===== src/rtl/mem_req_arbiter.sv =====
// Round-robin N-channel arbiter sharing one memory port, one transaction in flight.
// Optional ACCESS timeout abort enabled by defining MEM_TIMEOUT_EN.
module mem_req_arbiter #(
    parameter int unsigned NUM_CH      = 2,
    parameter int unsigned DATA_W      = 16,
    parameter int unsigned ADDR_W      = 14,
    parameter int unsigned TIMEOUT_CYC = 64
) (
    input  logic                     clk,
    input  logic                     reset,
    input  logic [NUM_CH-1:0]        ch_req,
    input  logic [NUM_CH-1:0]        ch_we,
    input  logic [NUM_CH*ADDR_W-1:0] ch_addr,
    input  logic [NUM_CH*DATA_W-1:0] ch_wdata,
    output logic [NUM_CH-1:0]        ch_gnt,
    output logic [NUM_CH-1:0]        ch_done,
    output logic [NUM_CH-1:0]        ch_err,
    output logic [DATA_W-1:0]        ch_rdata,
    output logic                     cs,
    output logic                     read_req,
    output logic                     write_req,
    output logic [ADDR_W-1:0]        addrout,
    output logic [DATA_W-1:0]        datatomem,
    input  logic [DATA_W-1:0]        datafrommem,
    input  logic                     mem_resp
);

    localparam int unsigned PTR_W = (NUM_CH > 1) ? $clog2(NUM_CH) : 1;

    typedef enum logic [1:0] {
        S_IDLE,
        S_ACCESS,
        S_RELEASE
    } state_t;

    state_t              r_state, w_state_nxt;
    logic [PTR_W-1:0]    r_rr_ptr, w_rr_nxt;
    logic [PTR_W-1:0]    r_owner, w_owner_nxt;
    logic                r_we, w_we_nxt;
    logic [NUM_CH-1:0]   r_gnt, w_gnt_nxt;
    logic [NUM_CH-1:0]   r_done, w_done_nxt;
    logic [DATA_W-1:0]   r_rdata, w_rdata_nxt;
    logic                r_cs, w_cs_nxt;
    logic                r_rd, w_rd_nxt;
    logic                r_wr, w_wr_nxt;
    logic [ADDR_W-1:0]   r_addr, w_addr_nxt;
    logic [DATA_W-1:0]   r_wdata, w_wdata_nxt;

    logic                w_any;
    logic                w_hi_any, w_lo_any;
    logic [PTR_W-1:0]    w_hi_sel, w_lo_sel, w_sel;
    logic                w_sel_we;
    logic [ADDR_W-1:0]   w_sel_addr;
    logic [DATA_W-1:0]   w_sel_wdata;
    logic                w_timeout;

    // Round-robin pick: first requester at or above rr_ptr, else first requester overall.
    always_comb begin
        w_hi_any = 1'b0;
        w_hi_sel = '0;
        w_lo_any = 1'b0;
        w_lo_sel = '0;
        for (int unsigned k = 0; k < NUM_CH; k++) begin
            if (ch_req[k] && !w_lo_any) begin
                w_lo_any = 1'b1;
                w_lo_sel = PTR_W'(k);
            end
            if (ch_req[k] && !w_hi_any && (k >= 32'(r_rr_ptr))) begin
                w_hi_any = 1'b1;
                w_hi_sel = PTR_W'(k);
            end
        end
        w_any = w_lo_any;
        w_sel = w_hi_any ? w_hi_sel : w_lo_sel;
    end

    always_comb begin
        w_sel_we    = 1'b0;
        w_sel_addr  = '0;
        w_sel_wdata = '0;
        for (int unsigned k = 0; k < NUM_CH; k++) begin
            if (w_sel == PTR_W'(k)) begin
                w_sel_we    = ch_we[k];
                w_sel_addr  = ch_addr[k*ADDR_W +: ADDR_W];
                w_sel_wdata = ch_wdata[k*DATA_W +: DATA_W];
            end
        end
    end

`ifdef MEM_TIMEOUT_EN
    localparam int unsigned CNT_W = $clog2(TIMEOUT_CYC + 1);

    logic [CNT_W-1:0]  r_tmo_cnt;
    logic [NUM_CH-1:0] r_err, w_err_nxt;

    // Counter sits at zero outside ACCESS, so it is already cleared on entry.
    always_ff @(posedge clk) begin
        if (reset || (r_state != S_ACCESS)) begin
            r_tmo_cnt <= '0;
        end else if (!mem_resp) begin
            r_tmo_cnt <= r_tmo_cnt + 1'b1;
        end
    end

    assign w_timeout = (r_state == S_ACCESS) && !mem_resp &&
                       (r_tmo_cnt == CNT_W'(TIMEOUT_CYC - 1));
    assign ch_err    = r_err;
`else
    assign w_timeout = 1'b0;
    assign ch_err    = '0;
`endif

    always_ff @(posedge clk) begin
        if (reset) begin
            r_state <= S_IDLE;
        end else begin
            r_state <= w_state_nxt;
        end
    end

    always_comb begin
        w_state_nxt = r_state;
        case (r_state)
            S_IDLE:    if (w_any) w_state_nxt = S_ACCESS;
            S_ACCESS:  if (mem_resp || w_timeout) w_state_nxt = S_RELEASE;
            S_RELEASE: w_state_nxt = S_IDLE;
            default:   w_state_nxt = S_IDLE;
        endcase
    end

    always_comb begin
        w_gnt_nxt   = '0;
        w_done_nxt  = '0;
        w_rdata_nxt = r_rdata;
        w_cs_nxt    = r_cs;
        w_rd_nxt    = r_rd;
        w_wr_nxt    = r_wr;
        w_addr_nxt  = r_addr;
        w_wdata_nxt = r_wdata;
        w_we_nxt    = r_we;
        w_owner_nxt = r_owner;
        w_rr_nxt    = r_rr_ptr;
`ifdef MEM_TIMEOUT_EN
        w_err_nxt   = '0;
`endif
        case (r_state)
            S_IDLE: begin
                if (w_any) begin
                    w_owner_nxt = w_sel;
                    w_we_nxt    = w_sel_we;
                    w_addr_nxt  = w_sel_addr;
                    w_wdata_nxt = w_sel_wdata;
                    w_gnt_nxt   = NUM_CH'(1) << w_sel;
                    w_cs_nxt    = 1'b1;
                    w_rd_nxt    = ~w_sel_we;
                    w_wr_nxt    = w_sel_we;
                    w_rr_nxt    = (w_sel == PTR_W'(NUM_CH - 1)) ? '0 : w_sel + 1'b1;
                end
            end
            S_ACCESS: begin
                if (mem_resp) begin
                    w_done_nxt = NUM_CH'(1) << r_owner;
                    if (!r_we) w_rdata_nxt = datafrommem;
                    w_cs_nxt   = 1'b0;
                    w_rd_nxt   = 1'b0;
                    w_wr_nxt   = 1'b0;
                end
`ifdef MEM_TIMEOUT_EN
                else if (w_timeout) begin
                    w_done_nxt  = NUM_CH'(1) << r_owner;
                    w_err_nxt   = NUM_CH'(1) << r_owner;
                    w_rdata_nxt = '0;
                    w_cs_nxt    = 1'b0;
                    w_rd_nxt    = 1'b0;
                    w_wr_nxt    = 1'b0;
                end
`endif
            end
            default: ;
        endcase
    end

    always_ff @(posedge clk) begin
        if (reset) begin
            r_gnt    <= '0;
            r_done   <= '0;
            r_rdata  <= '0;
            r_cs     <= 1'b0;
            r_rd     <= 1'b0;
            r_wr     <= 1'b0;
            r_addr   <= '0;
            r_wdata  <= '0;
            r_we     <= 1'b0;
            r_owner  <= '0;
            r_rr_ptr <= '0;
`ifdef MEM_TIMEOUT_EN
            r_err    <= '0;
`endif
        end else begin
            r_gnt    <= w_gnt_nxt;
            r_done   <= w_done_nxt;
            r_rdata  <= w_rdata_nxt;
            r_cs     <= w_cs_nxt;
            r_rd     <= w_rd_nxt;
            r_wr     <= w_wr_nxt;
            r_addr   <= w_addr_nxt;
            r_wdata  <= w_wdata_nxt;
            r_we     <= w_we_nxt;
            r_owner  <= w_owner_nxt;
            r_rr_ptr <= w_rr_nxt;
`ifdef MEM_TIMEOUT_EN
            r_err    <= w_err_nxt;
`endif
        end
    end

    assign ch_gnt    = r_gnt;
    assign ch_done   = r_done;
    assign ch_rdata  = r_rdata;
    assign cs        = r_cs;
    assign read_req  = r_rd;
    assign write_req = r_wr;
    assign addrout   = r_addr;
    assign datatomem = r_wdata;

endmodule

===== config.mk =====
export PLATFORM = sky130hd
export DESIGN_NAME = mem_req_arbiter
export DESIGN_NICKNAME = d
export VERILOG_FILES = /design/src/rtl/mem_req_arbiter.sv
export SDC_FILE = /design/constraint.sdc
export NUM_CORES = 1
export LEC_CHECK = 0
export CAP_MARGIN = 40
export CORE_ASPECT_RATIO = 0.8
export CORE_MARGIN = 2
export CORE_UTILIZATION = 39
export DETAILED_ROUTE_END_ITERATION = 16
export GPL_TIMING_DRIVEN = 0
export PLACE_DENSITY = 0.8
export RECOVER_POWER = 25
export SYNTH_ARGS = -nofsm -noshare
export SYNTH_HDL_FRONTEND = slang
export SYNTH_SLANG_ARGS = --single-unit

===== constraint.sdc =====
create_clock -name clk -period 1.7 [get_ports clk]
set_input_delay 0.34 -clock clk [delete_from_list [all_inputs] [get_ports clk]]
set_output_delay 0.34 -clock clk [all_outputs]
set_load 0.01 [all_outputs]

==> results of run 1 <==
## synth_stat cells (all sizes together)
master,instances
a211o,1
a21boi,1
a21oi,21
a22oi,1
a311oi,31
and2,2
and3,1
buf,21
clkbuf,4
conb,1
dfxtp,58
inv,1
nand2,94
nand2b,1
nand3b,1
nor2,34
nor2b,1
nor3,3
o211a,1
o21a,1
o21ai,1
o311ai,1
o31ai,2
or2,1
or3b,1
## flip-flops by register name (all words and copies together) (netlist names)
signal	flops
addrout	14
ch_done	2
ch_gnt	2
ch_rdata	16
cs	1
datatomem	16
r_owner	1
r_rr_ptr	1
r_state	2
r_we	1
read_req	1
write_req	1
## power groups by stage
stage / registers, W / clock network, W / logic, W
floorplan: 0.00163 / 0 / 0.000450
finish: 0.00155 / 0.00123 / 0.000989
global route: 0.00157 / 0.00133 / 0.00108
detailed placement: 0.00158 / 0 / 0.00100
global placement: 0.00158 / 0 / 0.000989
CTS: 0.00156 / 0.00126 / 0.00101
## per-stage QoR
step / hold WS, ns / worst slack [ns]
after floorplan: 0.415 / 0.406
after global placement: 0.443 / -0.170
after detailed placement: 0.448 / -0.210
after CTS: 0.346 / 0.107
after global routing: 0.375 / 0.0260
final: 0.356 / 0.116
## kinds of logic (layout without fill, tap and decap cells)
kind of cell | count (synthesis) | after routing | synth area share, %
and+or+nand+nor | 139 | 139 | 22.9
buffers and inverters | 26 | 175 | 7.25
other | 1 | 2 | 0.143
DFF | 58 | 58 | 44.3
AOI/OAI and AO/OA | 61 | 61 | 25.4
## worst reg2reg max path, cell delays in order, from the launching register on
cell and delay, ns:
dfxtp_1 0.36, nor2_1 0.31, o21a_1 0.18, buf_4 0.15, buf_6 0.15, nor2_1 0.05, a311oi_2 0.25
## routing by layer
metal  vias up  wire length [µm]
li1       1262                 -
met1      1157              2940
met2        92              3400
met3         2               676
met4         0                21
met5         -                 0
## final cells by class
type	instances	area [µm²]	area share [%]
repair buffers	134	1340	31.7
flip-flops and latches	58	1160	27.4
inverters	1	3.75	0.0886
plain buffers	25	186	4.40
well taps	84	105	2.48
clock buffers	10	138	3.25
clock inverters	5	55.1	1.30
multi-input cells	202	1250	29.4
## worst paths after layout
path	slack, ns	startpoint	endpoint	cells after the start
worst max-delay path	0.12	ch_req[1]	addrout[2]$_SDFFE_PP0P_	6
worst min-delay path	0.36	reset	datatomem[1]$_SDFFE_PP0P_	2
worst max register to register	0.17	r_state[0]$_SDFFE_PP0P_	addrout[2]$_SDFFE_PP0P_	6
worst min register to register	0.45	cs$_SDFFE_PP0P_	cs$_SDFFE_PP0P_	2
==> run_results.csv, run 1 <==
group,metric,value,unit
sta,slew_violations,0,
pwr,leakagePower,1.60,nW
final_layout,final_common_cell,"clkdlybuf4s50_1",
clock_network,cts_hold_buf,0,
pwr,ir_drop,496,µV
sta,max_freq,631,MHz
floorplan,rows,26,
critical_path,path_class,"input port to flop",
final_layout,fin_util,65.8,%
final_layout,fillCellCount,518,
clock_network,insertion_delay,0.33,ns
placement,gp_congestion,0.818,
global_routing,grtUsageTotal,19.4,%
drt,drtIter0Drc,41,
yosys,yosys-top-cells-area,"dfxtp_1 (44%), a311oi_2 (17%), nand2_1 (12%)",
drt,routed_via_density,4.84,
critical_path,endpoint_kind,"flop",
yosys,ys_seq_area_share,44.3,%
global_routing,grt-busiest-layer,"met2",
pwr,p_total,0.00377,W
critical_path,critical_path_buf_inv_count,3,
drt,num_vias,2513,
sta,min_period_over_period,93.2,%
clock_network,tritoncts.num_buffers,9,
yosys,synthCells,285,
clock_network,cts_tree,"done",
global_routing,grt_pass1_vias,2523,
clock_network,cts.sinks,58,
clock_network,post_cts_buffers,0,
yosys,synth_seq_cells,58,
critical_path,cp_max_fo,10,
global_routing,grt_pass1_wl,11300,µm
sta,tns,0,ns
outcome,status,"finished clean",
placement,dpl_cell_area,4070,µm²
yosys,ys_warn_count,0,
yosys,synth_cell_type_count,33,
final_layout,final_cell_mix,"clkdlybuf4s50_1 (129), nand2_1 (92), dfxtp_1 (58)",
pwr,p_per_area,890,nW/µm²
pwr,pwr-share-clk,32.6,%
drt,drc,0,
pwr,p_int,0.00274,W
floorplan,start_util,40.7,%
global_routing,use_met3,8.35,%
final_layout,stdcell_count,519,
yosys,synth_top_cell_area_share,44.3,%
placement,dpl.cell_count,504,
critical_path,crit_family,"buffers and inverters",
placement,dp_hpwl,5380,µm
pwr,switching_share,27.3,%
drt,antenna_left,0,
job,cap_viol_max_count,0,
yosys,yosys.area.top_type,"dfxtp_1",
placement,numPortBuffers,134,
sta,period_needed,1.58,ns
final_layout,drive_gt1_share,18.2,%
hold_path,min_path_type,"input port to flop",
clock_network,ctsHtreeMaxLevel,3,
floorplan,die_y,77.3,µm
final_layout,final_nets,514,
sta,finalHoldViolCount,0,
critical_path,crit_path_start_kind,"input port",
sta,rsz0062_at_grt,"no",
global_routing,grt_max_degree,11,
global_routing,grt-ovfl-total,0,
critical_path,cpPeakStageDelay,0.60,ns
clock_network,cts-resized-gates,0,
drt,routed_wl,7030,µm
final_layout,fin_area,4240,µm²
sta,setup_viol,0,
floorplan,core_area,6440,µm²
critical_path,crit_chain,"clkdlybuf4s50_1 -> and2_1 -> buf_6 -> buf_2 -> nand2_1 -> a311oi_2",
floorplan,io_pins,138,
floorplan,dieArea,7400,µm²
critical_path,arrival,1.82,ns
pwr,p_switching,0.00103,W
final_layout,antenna_cells,0,
sta,skew,0.00579,ns
sta,worst_pin_slew,0.701,ns
sta,slew-limit-headroom,53.3,%
global_routing,grt_use_met1,22.5,%
floorplan,die_w,95.7,µm
clock_network,path_clk_slew,0.06,ns
critical_path,required,1.93,ns
clock_network,ctsRootBufferMaster,"clkbuf_8",
pwr,p_seq_share,41.2,%
clock_network,max-clock-path-buffers,2,
critical_path,worst_path_max_delay_cell,"clkdlybuf4s50_1",
final_layout,area_growth,61.6,%
drt,wl_per_cell,13.6,µm
global_routing,antenna_found_initial,0,
pwr,pwr-share-comb,26.2,%
global_routing,met2_usage,33.1,%
yosys,syn_avg_cell_area,9.20,µm²
drt,drt_first_pass_iters,4,
yosys,netlist_area,2620,µm²
(Power assumes the default switching activity.)
==> inputs of run 2 (changes only) <==
- ABC_CLOCK_PERIOD_IN_PS: default -> 1700
- HOLD_SLACK_MARGIN: default -> 0.08
==> results of run 2 <==
Same layout as run 1: the final DEF is identical, and so are final timing and power.
==> inputs of run 3 (changes only) <==
- CELL_PAD_IN_SITES_DETAIL_PLACEMENT: default -> 1
- CELL_PAD_IN_SITES_GLOBAL_PLACEMENT: default -> 1
- CORE_UTILIZATION: 39 -> 28
- PLACE_DENSITY: 0.8 -> default
- PLACE_DENSITY_LB_ADDON: default -> 0.1
==> run 3 against run 2 <==
Critical path depth is 1 higher. Register-to-register slack better by 0.07 ns. Wire length is 19% higher. Final area is 4.4% higher. Worst setup slack worse by 0.035 ns. Global-route usage is 2.5 points lower. Clock power is 66% higher. Highest routed layer unchanged.
==> run_results.csv, run 3 (synthesis gave the netlist of run 1 again) <==
group,metric,value,unit
critical_path,rrSetupSlack,0.24,ns
clock_network,insertion_delay,0.32,ns
global_routing,antenna_found_initial,0,
global_routing,grt-ovfl-total,0,
sta,rsz0062_at_grt,"no",
global_routing,grtUsageTotal,16.9,%
clock_network,cts_tree,"done",
job,cap_viol_max_count,0,
sta,setup_viol,0,
final_layout,final_nets,514,
floorplan,die_w,112,µm
final_layout,drive_gt1_share,19.3,%
drt,routed_via_density,4.58,
sta,holdWs,0.353,ns
critical_path,cp-startpoint,"mem_resp",
drt,num_vias,2525,
sta,worst_pin_slew,0.785,ns
floorplan,rows,31,
clock_network,ctsRootBufferMaster,"clkbuf_16",
floorplan,core_area,9080,µm²
global_routing,grt_pass1_vias,2685,
drt,wl_per_cell,15.2,µm
sta,slew_violations,0,
critical_path,path_class,"input port to flop",
clock_network,post_cts_buffers,0,
global_routing,grt_pass1_wl,13700,µm
critical_path,required,1.87,ns
pwr,p_per_area,1040,nW/µm²
final_layout,fillCellCount,1050,
clock_network,cts_hold_buf,0,
clock_network,path_clk_slew,0.05,ns
sta,period_needed,1.62,ns
drt,routed_wl,8390,µm
final_layout,antenna_cells,0,
floorplan,dieArea,10200,µm²
final_layout,final_common_cell,"clkdlybuf4s50_1",
critical_path,reg2reg_to,"ch_rdata[5]$_SDFFE_PP0P_",
sta,finalHoldViolCount,0,
drt,antenna_left,0,
outcome,status,"finished clean",
critical_path,r2r_cells,6,
critical_path,arrival,1.79,ns
critical_path,critPathCapture,"ch_rdata[5]$_SDFFE_PP0P_",
floorplan,die_y,90.6,µm
critical_path,rr_startpoint,"r_state[0]$_SDFFE_PP0P_",
pwr,leakagePower,1.68,nW
sta,max_freq,618,MHz
final_layout,area_growth,68.7,%
sta,slew-limit-headroom,47.7,%
final_layout,final_cell_mix,"clkdlybuf4s50_1 (126), nand2_1 (89), dfxtp_1 (58)",
global_routing,grt_max_degree,11,
placement,dp_hpwl,6040,µm
pwr,ir_drop,473,µV
sta,min_period_over_period,95.2,%
clock_network,tritoncts.num_buffers,9,
drt,drc,0,
drt,drt_first_pass_iters,4,
hold_path,min_path_type,"input port to flop",
clock_network,max-clock-path-buffers,2,
pwr,p_total,0.00460,W
placement,numPortBuffers,134,
floorplan,start_util,28.9,%
critical_path,cp_max_fo,10,
clock_network,cts-resized-gates,0,
floorplan,io_pins,138,
critical_path,endpoint_kind,"flop",
clock_network,ctsHtreeMaxLevel,3,
clock_network,cts.sinks,58,
drt,drtIter0Drc,68,
critical_path,crit_path_start_kind,"input port",
sta,skew,0.00597,ns
placement,gp_congestion,0.719,
-- run 3: cell types whose count changed in the layout (fill, tap and decap cells not counted), sizes merged --
| cell | change |
|---|---|
| clkbuf | +4 |
| clkdlybuf4s50 | -3 |
| dlygate4sd3 | +3 |
| buf | -2 |
| bufinv | +1 |
| clkinv | -1 |
| clkinvlp | -1 |
-- run 3: power by group --
group / total, W / internal (W) / leakage, nW / switching [W]
Clock: 0.00204 / 0.00140 / 0.165 / 0.000639
Combinational: 0.00100 / 0.000549 / 1.03 / 0.000454
Sequential: 0.00155 / 0.00149 / 0.478 / 0.0000689
-- run 3: how the worst min path moves through the flow --
stage,start,to,slack [ns],cells after the start
floorplan,r_owner$_SDFFE_PP0P_,ch_done[0]$_SDFF_PP0_,0.41,1
global placement,r_owner$_SDFFE_PP0P_,ch_done[0]$_SDFF_PP0_,0.44,1
detailed placement,r_owner$_SDFFE_PP0P_,ch_done[0]$_SDFF_PP0_,0.44,1
CTS,reset,datatomem[1]$_SDFFE_PP0P_,0.36,2
global route,reset,datatomem[1]$_SDFFE_PP0P_,0.37,2
finish,reset,datatomem[1]$_SDFFE_PP0P_,0.35,2
-- run 3: area by class of cell --
type | instances | area (µm²) | share of cell area [%]
Inverter | 1 | 3.75 | 0.0848
Buffer | 25 | 174 | 3.93
Multi-Input combinational cell | 202 | 1260 | 28.5
Timing Repair Buffer | 134 | 1340 | 30.3
Clock inverter | 4 | 72.6 | 1.64
Tap cell | 115 | 144 | 3.25
Clock buffer | 12 | 267 | 6.02
Sequential cell | 58 | 1160 | 26.2
-- run 3: routing by layer --
layer	vias up	global-route usage (%)	share of wire, %	wire length, µm
met5	-	0	0	0
met4	0	4.88	1.0	85
met3	5	6.17	7.3	613
met2	79	27.8	47	3950
met1	1175	20.8	45	3740
li1	1266	-	-	-
-- run 3: metrics by stage --
stage / cell area, µm² / std cells / util [%] / TNS [ns] / worst slack [ns]
finish: 4430 / 551 / 48.8 / 0 / 0.0814
global route: 4430 / 551 / 48.8 / 0 / 0.0107
CTS: 4450 / 551 / 49.0 / 0 / 0.0454
detailed placement: 4110 / 535 / 45.3 / -7.48 / -0.241
global placement: 4110 / 535 / 45.3 / -6.39 / -0.193
floorplan: 2630 / 286 / - / 0 / 0.406
-- run 3: critical path: stages --
cell	delay, ns
dlygate4sd3_1	0.62
nand3b_4	0.13
or2_0	0.22
clkbuf_2	0.17
buf_6	0.18
nand2_1	0.08
a21oi_2	0.05
